## src/rtl/rs_issue_controller.sv

```systemverilog
// Reservation-station issue controller sequencing one per-FU dependency matrix.
// Define RS_AGE_SELECT_EN for oldest-first select; default selects the lowest ready row.
module rs_issue_controller #(
    parameter  int NUM_ROWS = 8,
    parameter  int TAG_W    = 6,
    localparam int IDX_W    = $clog2(NUM_ROWS),
    localparam int CNT_W    = $clog2(NUM_ROWS + 1)
) (
    input  logic                clk,
    input  logic                rst,
    input  logic                disp_valid,
    output logic                disp_ready,
    input  logic [NUM_ROWS-1:0] disp_deps,
    input  logic [TAG_W-1:0]    disp_tag,
    output logic                dm_w_en,
    output logic [IDX_W-1:0]    dm_w_row_index,
    output logic [NUM_ROWS-1:0] dm_set_lines,
    output logic                dm_clear_en,
    output logic [NUM_ROWS-1:0] dm_clear_lines,
    output logic                dm_free_en,
    output logic [IDX_W-1:0]    dm_free_row_index,
    input  logic [NUM_ROWS-1:0] dm_ready_vector,
    input  logic                flush,
    output logic                iss_valid,
    input  logic                iss_ready,
    output logic [TAG_W-1:0]    iss_tag,
    output logic [IDX_W-1:0]    iss_row,
    output logic [CNT_W-1:0]    occ_count
);

    typedef enum logic {RUN, FLUSH} state_t;

    state_t              state, next_state;
    logic [NUM_ROWS-1:0] occupied, occ_next, cand;
    logic [TAG_W-1:0]    tags [NUM_ROWS];
    logic [IDX_W-1:0]    flush_ptr, alloc_row, sel_row;
    logic                any_free, any_cand, run_active, accept, sel_fire, flush_free;

    always_ff @(posedge clk) begin
        if (rst) state <= RUN;
        else     state <= next_state;
    end

    always_comb begin
        next_state = state;
        case (state)
            RUN:   if (flush) next_state = FLUSH;
            FLUSH: if (occupied == '0 && !iss_valid) next_state = RUN;
            default: next_state = RUN;
        endcase
    end

    always_comb begin
        alloc_row = '0;
        any_free  = 1'b0;
        for (int i = NUM_ROWS - 1; i >= 0; i--) begin
            if (!occupied[i]) begin
                alloc_row = IDX_W'(i);
                any_free  = 1'b1;
            end
        end
    end

    assign cand = dm_ready_vector & occupied;

`ifdef RS_AGE_SELECT_EN
    // older[i][j] set means row i was allocated before row j
    logic [NUM_ROWS-1:0] older [NUM_ROWS];
    logic                blocked;

    always_comb begin
        sel_row  = '0;
        any_cand = 1'b0;
        blocked  = 1'b0;
        for (int i = NUM_ROWS - 1; i >= 0; i--) begin
            blocked = 1'b0;
            for (int j = 0; j < NUM_ROWS; j++)
                if (cand[j] && older[j][i]) blocked = 1'b1;
            if (cand[i] && !blocked) begin
                sel_row  = IDX_W'(i);
                any_cand = 1'b1;
            end
        end
    end

    always_ff @(posedge clk) begin
        if (rst) begin
            for (int i = 0; i < NUM_ROWS; i++) older[i] <= '0;
        end else begin
            if (accept) begin
                for (int j = 0; j < NUM_ROWS; j++) begin
                    older[alloc_row][j] <= 1'b0;
                    older[j][alloc_row] <= occupied[j];
                end
            end
            if (dm_free_en) begin
                for (int j = 0; j < NUM_ROWS; j++) begin
                    older[dm_free_row_index][j] <= 1'b0;
                    older[j][dm_free_row_index] <= 1'b0;
                end
            end
        end
    end
`else
    always_comb begin
        sel_row  = '0;
        any_cand = 1'b0;
        for (int i = NUM_ROWS - 1; i >= 0; i--) begin
            if (cand[i]) begin
                sel_row  = IDX_W'(i);
                any_cand = 1'b1;
            end
        end
    end
`endif

    // A flush request suppresses dispatch and select in the cycle it arrives
    always_comb begin
        run_active        = (state == RUN) && !rst && !flush;
        disp_ready        = run_active && any_free;
        accept            = disp_valid && disp_ready;
        sel_fire          = run_active && any_cand && (!iss_valid || iss_ready);
        flush_free        = (state == FLUSH) && !rst && occupied[flush_ptr];
        dm_w_en           = accept;
        dm_w_row_index    = alloc_row;
        dm_free_en        = sel_fire || flush_free;
        dm_clear_en       = dm_free_en;
        dm_free_row_index = flush_free ? flush_ptr : sel_row;
        dm_clear_lines    = dm_free_en ? (NUM_ROWS'(1) << dm_free_row_index) : '0;
        dm_set_lines      = disp_deps & occupied & ~dm_clear_lines;
        occ_next          = (occupied | (accept ? (NUM_ROWS'(1) << alloc_row) : '0))
                            & ~dm_clear_lines;
    end

    always_comb begin
        occ_count = '0;
        for (int i = 0; i < NUM_ROWS; i++) occ_count = occ_count + CNT_W'(occupied[i]);
    end

    always_ff @(posedge clk) begin
        if (rst) begin
            occupied  <= '0;
            iss_valid <= 1'b0;
            iss_tag   <= '0;
            iss_row   <= '0;
            flush_ptr <= '0;
            for (int i = 0; i < NUM_ROWS; i++) tags[i] <= '0;
        end else begin
            occupied <= occ_next;
            if (state == RUN && flush) begin
                iss_valid <= 1'b0;
                flush_ptr <= '0;
            end else if (state == RUN) begin
                if (sel_fire) begin
                    iss_valid <= 1'b1;
                    iss_tag   <= tags[sel_row];
                    iss_row   <= sel_row;
                end else if (iss_ready) begin
                    iss_valid <= 1'b0;
                end
                if (accept) tags[alloc_row] <= disp_tag;
            end else begin
                flush_ptr <= (flush_ptr == IDX_W'(NUM_ROWS - 1)) ? '0 : flush_ptr + 1'b1;
            end
        end
    end

endmodule
```

## config.mk

```make
export PLATFORM = sky130hd
export DESIGN_NAME = rs_issue_controller
export DESIGN_NICKNAME = d
export VERILOG_FILES = /design/src/rtl/rs_issue_controller.sv
export SDC_FILE = /design/constraint.sdc
export NUM_CORES = 1
export LEC_CHECK = 0
export BUFFER_PORTS_ARGS = -buffer_cell sky130_fd_sc_hd__clkbuf_2
export CORE_ASPECT_RATIO = 1.5
export CORE_MARGIN = 4
export CORE_UTILIZATION = 35
export DETAILED_ROUTE_END_ITERATION = 10
export PLACE_DENSITY = 0.54
export SKIP_CTS_REPAIR_TIMING = 1
export SYNTH_ARGS = -nofsm -noshare
export SYNTH_HDL_FRONTEND = slang
export SYNTH_SLANG_ARGS = --single-unit
```

## constraint.sdc

```tcl
create_clock -name clk -period 6.7 [get_ports clk]
set_clock_uncertainty 0.2 [all_clocks]
set_input_delay 1.005 -clock clk [delete_from_list [all_inputs] [get_ports clk]]
set_output_delay 1.005 -clock clk [all_outputs]
set_load 0.01 [all_outputs]
```

# Word-level counts from Yosys, hierarchy flattened
# Memories as Yosys holds them, arrays and structs flattened. A register that Yosys moved wholly into a read port is not among the register bits.
# Index checks and enable logic that the tools add are counted.
dict set report word_totals {
  reg_bits 16
  ram_bits 48
  inputBits 27
  out_inout_bits 40
  elab_cells 100
  n_memories 1
}
# memory depth width read_ports rd_ports_with_merged_regs wr line_no
set mem_list {}
lappend mem_list {tags 8 6 1 1 8 35} ;# logic [TAG_W-1:0] tags [NUM_ROWS];
dict set report op_classes {
  addsub 8
  order_cmp 1
  eq_ne 1
  n_shift 2
  muxes 53
  bitwise 8
  n_reduce_logical 21
}
# op count
set ops {}
lappend ops {{$mux W3} 19}
lappend ops {{$and A8 B8 Y8} 4}
lappend ops {{$mux W1} 29}
lappend ops {{$add A4 B1 Y4} 4}
lappend ops {{$mux W8} 2}
lappend ops {{$shl A1 B3 Y8 const A} 2}
lappend ops {{$logic_and A1 B1 Y1} 10}
lappend ops {{$logic_not A8 Y1} 1}
lappend ops {{$not A8 Y8} 1}
lappend ops {{$or A8 B8 Y8} 1}
lappend ops {{$mux W6} 1}
lappend ops {{$reduce_or A6 Y1} 1}
lappend ops {{$add A3 B1 Y4} 1}
lappend ops {{$lt A3 B4 Y1 const B} 1}
lappend ops {{$add A2 B1 Y3} 1}
lappend ops {{$add A3 B1 Y3 const B} 1}
lappend ops {{$bmux W1 S3} 1}
lappend ops {{$eq A3 B3 Y1 const B} 1}
lappend ops {{$logic_not A1 Y1} 3}
lappend ops {{$reduce_and A3 Y1} 1}
lappend ops {{$add A1 B1 Y2} 1}
lappend ops {{$logic_or A1 B1 Y1} 2}
lappend ops {{$not A1 Y1} 2}
lappend ops {{$pmux W1 S2} 1}
lappend ops {{3 further kinds} 3}

# Depth between registers and ports, before layout
# Gate-level depths: netlist (run 1).
dict set report depth {
  word_depth 17
  ltp_mapped 9
  ltp_nobuf 8
}

# Worst setup path after synthesis (run 1)
# No wires, ideal clock.
dict set report synth_timing {
  path_type {in2out}
  startpoint {input port dm_ready_vector[6]}
  endpoint {output port dm_set_lines[1]}
  arrival_ns 2.817
  required_ns 5.495
  setup_slack_ns 2.678
  stages 8
  n_path_buf 1
  path_cell_list {a22o_1 -> a222oi_1 -> nor2b_1 -> buf_2 -> mux2i_4 -> inv_4 -> nor3_2 -> nor2_1}
}
dict set report synth_via {
  word_cells_on_any_way 23
  classes_between {shift: 1; mux: 16; bitwise: 3; reduce/logical: 3}
}
# item line_no
set synth_lines {}
lappend synth_lines {{start, declared} 22} ;# input logic [NUM_ROWS-1:0] dm_ready_vector,
lappend synth_lines {{$and A8 B8 Y8} 64} ;# assign cand = dm_ready_vector & occupied;
lappend synth_lines {{$mux W3 (7 in series)} 109} ;# if (cand[i]) begin
lappend synth_lines {{$mux W3} 128} ;# dm_free_row_index = flush_free ? flush_ptr : sel_row;
lappend synth_lines {{via dm_free_row_index[1]} 21} ;# output logic [IDX_W-1:0] dm_free_row_index,
lappend synth_lines {{$shl A1 B3 Y8} 129} ;# dm_clear_lines = dm_free_en ? (NUM_ROWS'(1) << dm_free_row_index) : '0;
lappend synth_lines {{$mux W8} 129}
lappend synth_lines {{via dm_clear_lines[1]} 19} ;# output logic [NUM_ROWS-1:0] dm_clear_lines,
lappend synth_lines {{$not A8 Y8} 130} ;# dm_set_lines = disp_deps & occupied & ~dm_clear_lines;
lappend synth_lines {{$and A8 B8 Y8} 130}
lappend synth_lines {{end, declared} 17} ;# output logic [NUM_ROWS-1:0] dm_set_lines,
# The timed path passes the listed nets, and every way through them passes these cells.

# Final worst setup path (run 1)
dict set report layout_timing {
  startpoint {input port rst}
  endpoint {output port dm_set_lines[3]}
}
dict set report layout_via {
  elab_chain_cells 9
  word_cells_on_any_way 13
  classes_between {shift: 1; mux: 2; bitwise: 2; reduce/logical: 8}
}
# item line_no
set layout_rtl {}
lappend layout_rtl {{start, declared} 10} ;# input logic rst,
lappend layout_rtl {{$logic_not A1 Y1 (*)} {119, 123}}
lappend layout_rtl {{$logic_and A1 B1 Y1 (2 in series)} 119} ;# run_active = (state == RUN) && !rst && !flush;
lappend layout_rtl {{$logic_and A1 B1 Y1 (2 in series)} 122} ;# sel_fire = run_active && any_cand && (!iss_valid || iss_ready);
lappend layout_rtl {{$logic_or A1 B1 Y1} 126} ;# dm_free_en = sel_fire || flush_free;
lappend layout_rtl {{$mux W8 (*)} 129}
lappend layout_rtl {{$not A8 Y8 (*)} 130}
lappend layout_rtl {{$and A8 B8 Y8 (*)} 130}
# Mark *: on every way between the ends. The rest lies on a longest branch, timed or not.

==> results of run 1 <==
[logic make-up (layout without fill, tap and decap cells)]
group	count (synthesis)	after routing	synth area share
compound gates	74	74	0.134
mux	16	16	0.0587
simple gates	178	178	0.245
buf+inv	34	101	0.0399
flops	70	70	0.480
xor+xnor	1	1	0.00224
fa+ha+maj	10	10	0.0396
[stage by stage]
stage	setup slack, ns	cell area [µm²]
detailed placement	2.02	4370
global route	1.90	4660
finish	2.06	4660
global placement	2.07	4370
floorplan	2.68	3920
CTS	2.01	4660
[per-layer routing]
layer	vias to the layer above	share of wire	GRT usage
li1	1498	-	-
met1	1500	0.37	0.180
met2	106	0.56	0.331
met3	17	0.047	0.0295
met4	0	0.028	0.0819
met5	-	0	0
[critical path, stage by stage]
cell and delay [ns]:
clkbuf_2 0.40, nor3_1 0.50, a21boi_1 0.49, and2_1 0.27, o21ai_2 0.12, nor3_1 0.40, nor2_1 0.10, clkbuf_2 0.14
[registers in the layout (all words and copies together), names as in the netlist]
| register | count |
|---|---|
| occupied | 8 |
| state | 1 |
| iss_row | 3 |
| iss_valid | 1 |
| iss_tag | 6 |
| flush_ptr | 3 |
| tags | 48 |
[final cells by class]
cell class,instances,share of cell area
clock inverters,6,0.0150
inverters,15,0.0126
well taps,147,0.0394
repair buffers,70,0.0773
clock buffers,10,0.0491
multi-input cells,279,0.403
flip-flops and latches,70,0.403
[worst min-delay path by stage]
| stage | from | slack (ns) | end |
|---|---|---|---|
| 2_1_floorplan | iss_row[2]$_SDFFE_PP0P_ | 0.28 | iss_row[2]$_SDFFE_PP0P_ |
| 5_1_grt | iss_row[2]$_SDFFE_PP0P_ | 0.29 | iss_row[2]$_SDFFE_PP0P_ |
| 4_1_cts | iss_row[2]$_SDFFE_PP0P_ | 0.27 | iss_row[2]$_SDFFE_PP0P_ |
| 6_report | iss_row[2]$_SDFFE_PP0P_ | 0.26 | iss_row[2]$_SDFFE_PP0P_ |
| 3_5_place_dp | iss_row[2]$_SDFFE_PP0P_ | 0.26 | iss_row[2]$_SDFFE_PP0P_ |
| 3_3_place_gp | iss_row[2]$_SDFFE_PP0P_ | 0.25 | iss_row[2]$_SDFFE_PP0P_ |
[Yosys cell counts (2+ instances only)]
| cell | count | area share |
|---|---|---|
| a211o_1 | 8 | 0.018 |
| a211oi_1 | 11 | 0.021 |
| a21boi_1 | 2 | 0.0038 |
| a21o_1 | 2 | 0.0038 |
| a21oi_1 | 17 | 0.022 |
| a22o_1 | 2 | 0.0045 |
| a22oi_1 | 5 | 0.0096 |
| a31oi_1 | 5 | 0.0080 |
| and2_1 | 54 | 0.086 |
| buf_2 | 9 | 0.011 |
| buf_4 | 2 | 0.0038 |
| clkbuf_1 | 7 | 0.0067 |
| dfxtp_1 | 22 | 0.11 |
| edfxtp_1 | 48 | 0.37 |
| fa_1 | 4 | 0.020 |
| ha_1 | 6 | 0.019 |
| inv_1 | 13 | 0.012 |
| mux2_2 | 6 | 0.017 |
| mux2i_1 | 5 | 0.013 |
| mux2i_4 | 2 | 0.011 |
| mux4_2 | 3 | 0.017 |
| nand2_1 | 32 | 0.031 |
| nand2b_1 | 3 | 0.0048 |
| nand3_1 | 8 | 0.010 |
| nor2_1 | 36 | 0.034 |
| nor2b_1 | 7 | 0.011 |
| nor3_1 | 13 | 0.017 |
| nor3_2 | 5 | 0.013 |
| nor3b_1 | 2 | 0.0038 |
| nor4_1 | 2 | 0.0032 |
| o21a_1 | 2 | 0.0038 |
| o21ai_0 | 8 | 0.010 |
| or2_2 | 9 | 0.014 |
[power groups by stage]
stage	logic (mW)	clock network (mW)	registers, mW
finish	0.0519	0.479	0.483
floorplan	0.0321	0	0.486
CTS	0.0529	0.486	0.483
detailed placement	0.0526	0	0.492
global placement	0.0516	0	0.492
global route	0.0570	0.506	0.484
==> flow_metrics.py, run 1 <==
metrics = {
    "run_status": {
        "status": "completed",
    },
    "sta": {
        "maxSlewViolCount": 0,
        "final.setup.tns_ns": 0,
        "finalHoldWorstSlack_ns": 0.264,
        "setup_viol": 0,
        "min_period_ns": 4.64,
        "rsz0062_at_grt": "no",
        "hold_viol_final": 0,
        "relSlewSlack": 0.425,
        "period_share": 0.693,
        "max_freq_mhz": 215,
        "worst_pin_slew_ns": 0.862,
    },
    "cells_and_area": {
        "final_core_util": 0.424,
        "layout_common_cells": "clkbuf_2 (66), and2_1 (54), edfxtp_1 (48)",
        "drive_above_1_share": 0.264,
        "multi_input_area_mm2": 0.00188,
        "final_cells": 597,
        "synthToLayoutAreaGrowth_pct": 19.0,
        "diodes": 0,
        "fin_nets": 482,
        "layout_commonest_cell": "clkbuf_2",
        "num-fill-cells": 1096,
        "register_area_mm2": 0.00188,
    },
    "min_path": {
        "worstHoldPathType": "register to register",
        "hold_path_depth": 2,
    },
    "power_and_ir_drop": {
        "finalPower_mw": 1.01,
        "pwr-share-seq": 0.476,
        "p_int_mw": 0.784,
        "p_leak_nw": 1.86,
        "powerDensity_mw_per_mm2": 217,
        "p_comb_frac": 0.051,
        "p_sw_mw": 0.229,
        "swShare": 0.226,
        "clockPowerShare": 0.472,
        "peakVddDrop_uv": 102,
    },
    "route": {
        "dr.pass1.iters": 4,
        "avgViaCountPerCell": 5.23,
        "drc": 0,
        "totalWireLength_mm": 10.9,
        "drt_iter0_markers": 120,
        "postRouteAntennaNets": 0,
        "vias": 3121,
        "routedWlPerCell_um": 18.3,
    },
    "critical_path": {
        "r2r_start": "flush_ptr[0]$_SDFFE_PP0P_",
        "setup.worst_path.start": "rst",
        "crit_arrival_ns": 3.44,
        "rr_worst_depth": 6,
        "reg2reg_to": "occupied[7]$_SDFF_PP0_",
        "reg2reg_slack_ns": 3.70,
        "crit_fanout": 33,
        "end_kind": "output port",
        "cp.required_ns": 5.49,
        "worstSetupPathType": "input port to output port",
        "crit_path_end": "dm_set_lines[3]",
        "critPathLaunchType": "input port",
    },
    "cts": {
        "numCtsBuffers": 9,
        "clk_latency_ns": 0.34,
        "cts.sink_count": 70,
        "clkTransAtPathRegs_ns": 0.06,
        "cts_root_buffer": "clkbuf_16",
        "tritoncts": "built",
        "htreeDepth": 3,
        "clockBufferDepth": 2,
    },
    "flow_run": {
        "cap_violations": 0,
    },
    "floorplanning": {
        "die_w_um": 94.4,
        "coreArea_mm2": 0.0110,
        "initial_core_util": 0.356,
        "dieHeight_um": 138,
        "io_pins": 67,
        "rows": 47,
        "dieArea_mm2": 0.0130,
    },
    "placement": {
        "dp_hpwl_mm": 8.67,
        "gp_congestion": 0.861,
        "portBuffers": 66,
        "dp_cells": 581,
    },
    "global_routing": {
        "grt_pass1_wl_mm": 16.4,
        "grt_max_degree": 34,
        "grt_overflow": 0,
        "grt_use_total": 0.173,
        "antenna_found_initial": 0,
        "grt_pass1_vias": 3037,
    },
    "yosys": {
        "synth_cell_types": 56,
        "async_flop_share": 0,
        "synth_cells": 383,
        "synth_flop_cell": "edfxtp_1",
        "yosysSeqAreaShare": 0.480,
        "yosysWarnings": 0,
        "syn-cell-area_mm2": 0.00392,
        "synth_nets": 420,
        "synth_edf_count": 48,
        "ys_seq_elements": 70,
        "syn_area_per_cell_um2": 10.2,
    },
}
No activity file was read; power rests on OpenSTA's default activity.
==> run 2: changes to the inputs <==
- clock period: 6.7 -> 4.8 ns (I/O delays scaled with it)
==> run 2 against run 1 <==
  * Worst setup slack worse by 1.5 ns
  * Core utilization up 0.63 points
  * Critical endpoint is now occ_count[2]
  * Count of clock-buffer cells in the layout down 1
  * Largest power group is now the clock network
  * Wire length up 0.57%
  * Highest routed layer unchanged
  * Combinational power up 40%
==> flow_metrics.py, run 2 (synthesis gave the netlist of run 1 again) <==
metrics = {
    "global_routing": {
        "grt_overflow": 0,
        "grt_pass1_vias": 3251,
        "grt_max_degree": 33,
        "antenna_found_initial": 0,
        "grt_use_total": 0.177,
        "grt_pass1_wl_mm": 17.1,
    },
    "cts": {
        "numCtsBuffers": 9,
        "clk_latency_ns": 0.33,
        "clockBufferDepth": 2,
        "cts.sink_count": 70,
        "htreeDepth": 3,
        "clkTransAtPathRegs_ns": 0.06,
        "cts_root_buffer": "clkbuf_16",
        "tritoncts": "built",
    },
    "min_path": {
        "worstHoldPathType": "register to register",
    },
    "route": {
        "totalWireLength_mm": 11.0,
        "dr.pass1.iters": 4,
        "postRouteAntennaNets": 0,
        "drc": 0,
        "vias": 3160,
        "routedWlPerCell_um": 18.3,
        "drt_iter0_markers": 187,
        "avgViaCountPerCell": 5.27,
    },
    "placement": {
        "gp_congestion": 0.877,
        "dp_cells": 584,
        "portBuffers": 66,
        "dp_hpwl_mm": 8.59,
        "place_ws_ns": 0.802,
    },
    "critical_path": {
        "critPathLaunchType": "register",
        "worstSetupPathType": "register to output port",
        "end_kind": "output port",
        "crit_arrival_ns": 3.35,
        "reg2reg_slack_ns": 1.83,
        "cp.required_ns": 3.88,
        "crit_fanout": 11,
    },
    "sta": {
        "hold_viol_final": 0,
        "finalWorstSetupSlack_ns": 0.527,
        "final.setup.tns_ns": 0,
        "rsz0062_at_grt": "no",
        "worst_pin_slew_ns": 0.803,
        "relSlewSlack": 0.465,
        "period_share": 0.890,
        "maxSlewViolCount": 0,
        "min_period_ns": 4.27,
        "max_freq_mhz": 234,
        "setup_viol": 0,
    },
    "cells_and_area": {
        "top_register": "tags",
        "multi_input_area_mm2": 0.00188,
        "drive_above_1_share": 0.272,
        "fin_nets": 485,
        "final_core_util": 0.430,
        "diodes": 0,
        "num-fill-cells": 1095,
        "largest_register_ffs": 48,
        "layout_commonest_cell": "clkbuf_2",
        "reg_top3": "tags (48), occupied (8), iss_tag (6)",
        "layout_common_cells": "clkbuf_2 (66), and2_1 (54), edfxtp_1 (48)",
        "register_area_mm2": 0.00188,
        "final_cells": 600,
        "synthToLayoutAreaGrowth_pct": 20.8,
    },
    "floorplanning": {
        "initial_core_util": 0.356,
        "die_w_um": 94.4,
        "dieHeight_um": 138,
        "coreArea_mm2": 0.0110,
        "dieArea_mm2": 0.0130,
        "io_pins": 67,
        "rows": 47,
    },
    "run_status": {
        "status": "completed",
    },
    "power_and_ir_drop": {
        "peakVddDrop_uv": 182,
        "powerDensity_mw_per_mm2": 320,
        "p_leak_nw": 1.90,
    },
    "flow_run": {
        "cap_violations": 0,
    },
}
[run 2: report_power, final]
group	switching, mW	internal, mW
registers	0.0131	0.661
logic	0.0452	0.0275
clock network	0.258	0.510
total	0.316	1.20
[run 2: path summary, 6_finish.rpt]
check / start / to / depth (start not counted)
worst max-delay path: occupied[1]$_SDFF_PP0_ / occ_count[2] / 9
worst min register to register: iss_row[2]$_SDFFE_PP0P_ / iss_row[2]$_SDFFE_PP0P_ / 2
worst max register to register: flush_ptr[0]$_SDFFE_PP0P_ / occupied[7]$_SDFF_PP0_ / 6
worst min-delay path: iss_row[2]$_SDFFE_PP0P_ / iss_row[2]$_SDFFE_PP0P_ / 2
[run 2: per-layer routing]
metal  share of wire  GRT usage  wire length, µm  vias to the layer above
met2            0.54      0.335             5890                       98
met3           0.051     0.0279              561                       24
met5               0          0                0                        -
li1                -          -                -                     1506
met4           0.040     0.0916              435                        0
met1            0.37      0.185             4070                     1532
[run 2: cell type report]
cell class,count,area share
sequential,70,0.398
multi-input combinational,279,0.397
timing repair buffer,73,0.0809
clock buffer,9,0.0476
tap,147,0.0389
clock inverter,7,0.0254
inverter,15,0.0124
[run 2: critical path, stage by stage (launching register included)]
cell and delay, ns:
dfxtp_1 0.61, fa_1 0.49, inv_1 0.07, fa_1 0.43
fa_1 0.50, inv_1 0.04, ha_1 0.20, fa_1 0.38
xor2_1 0.15, clkbuf_2 0.15
[run 2: through the flow]
stage	total power [mW]	hold slack, ns	cell area (µm²)
finish	1.52	0.268	4730
global route	1.56	0.301	4730
CTS	1.53	0.271	4730
detailed placement	0.761	0.263	4390
global placement	0.759	0.250	4390
floorplan	0.723	0.281	3920
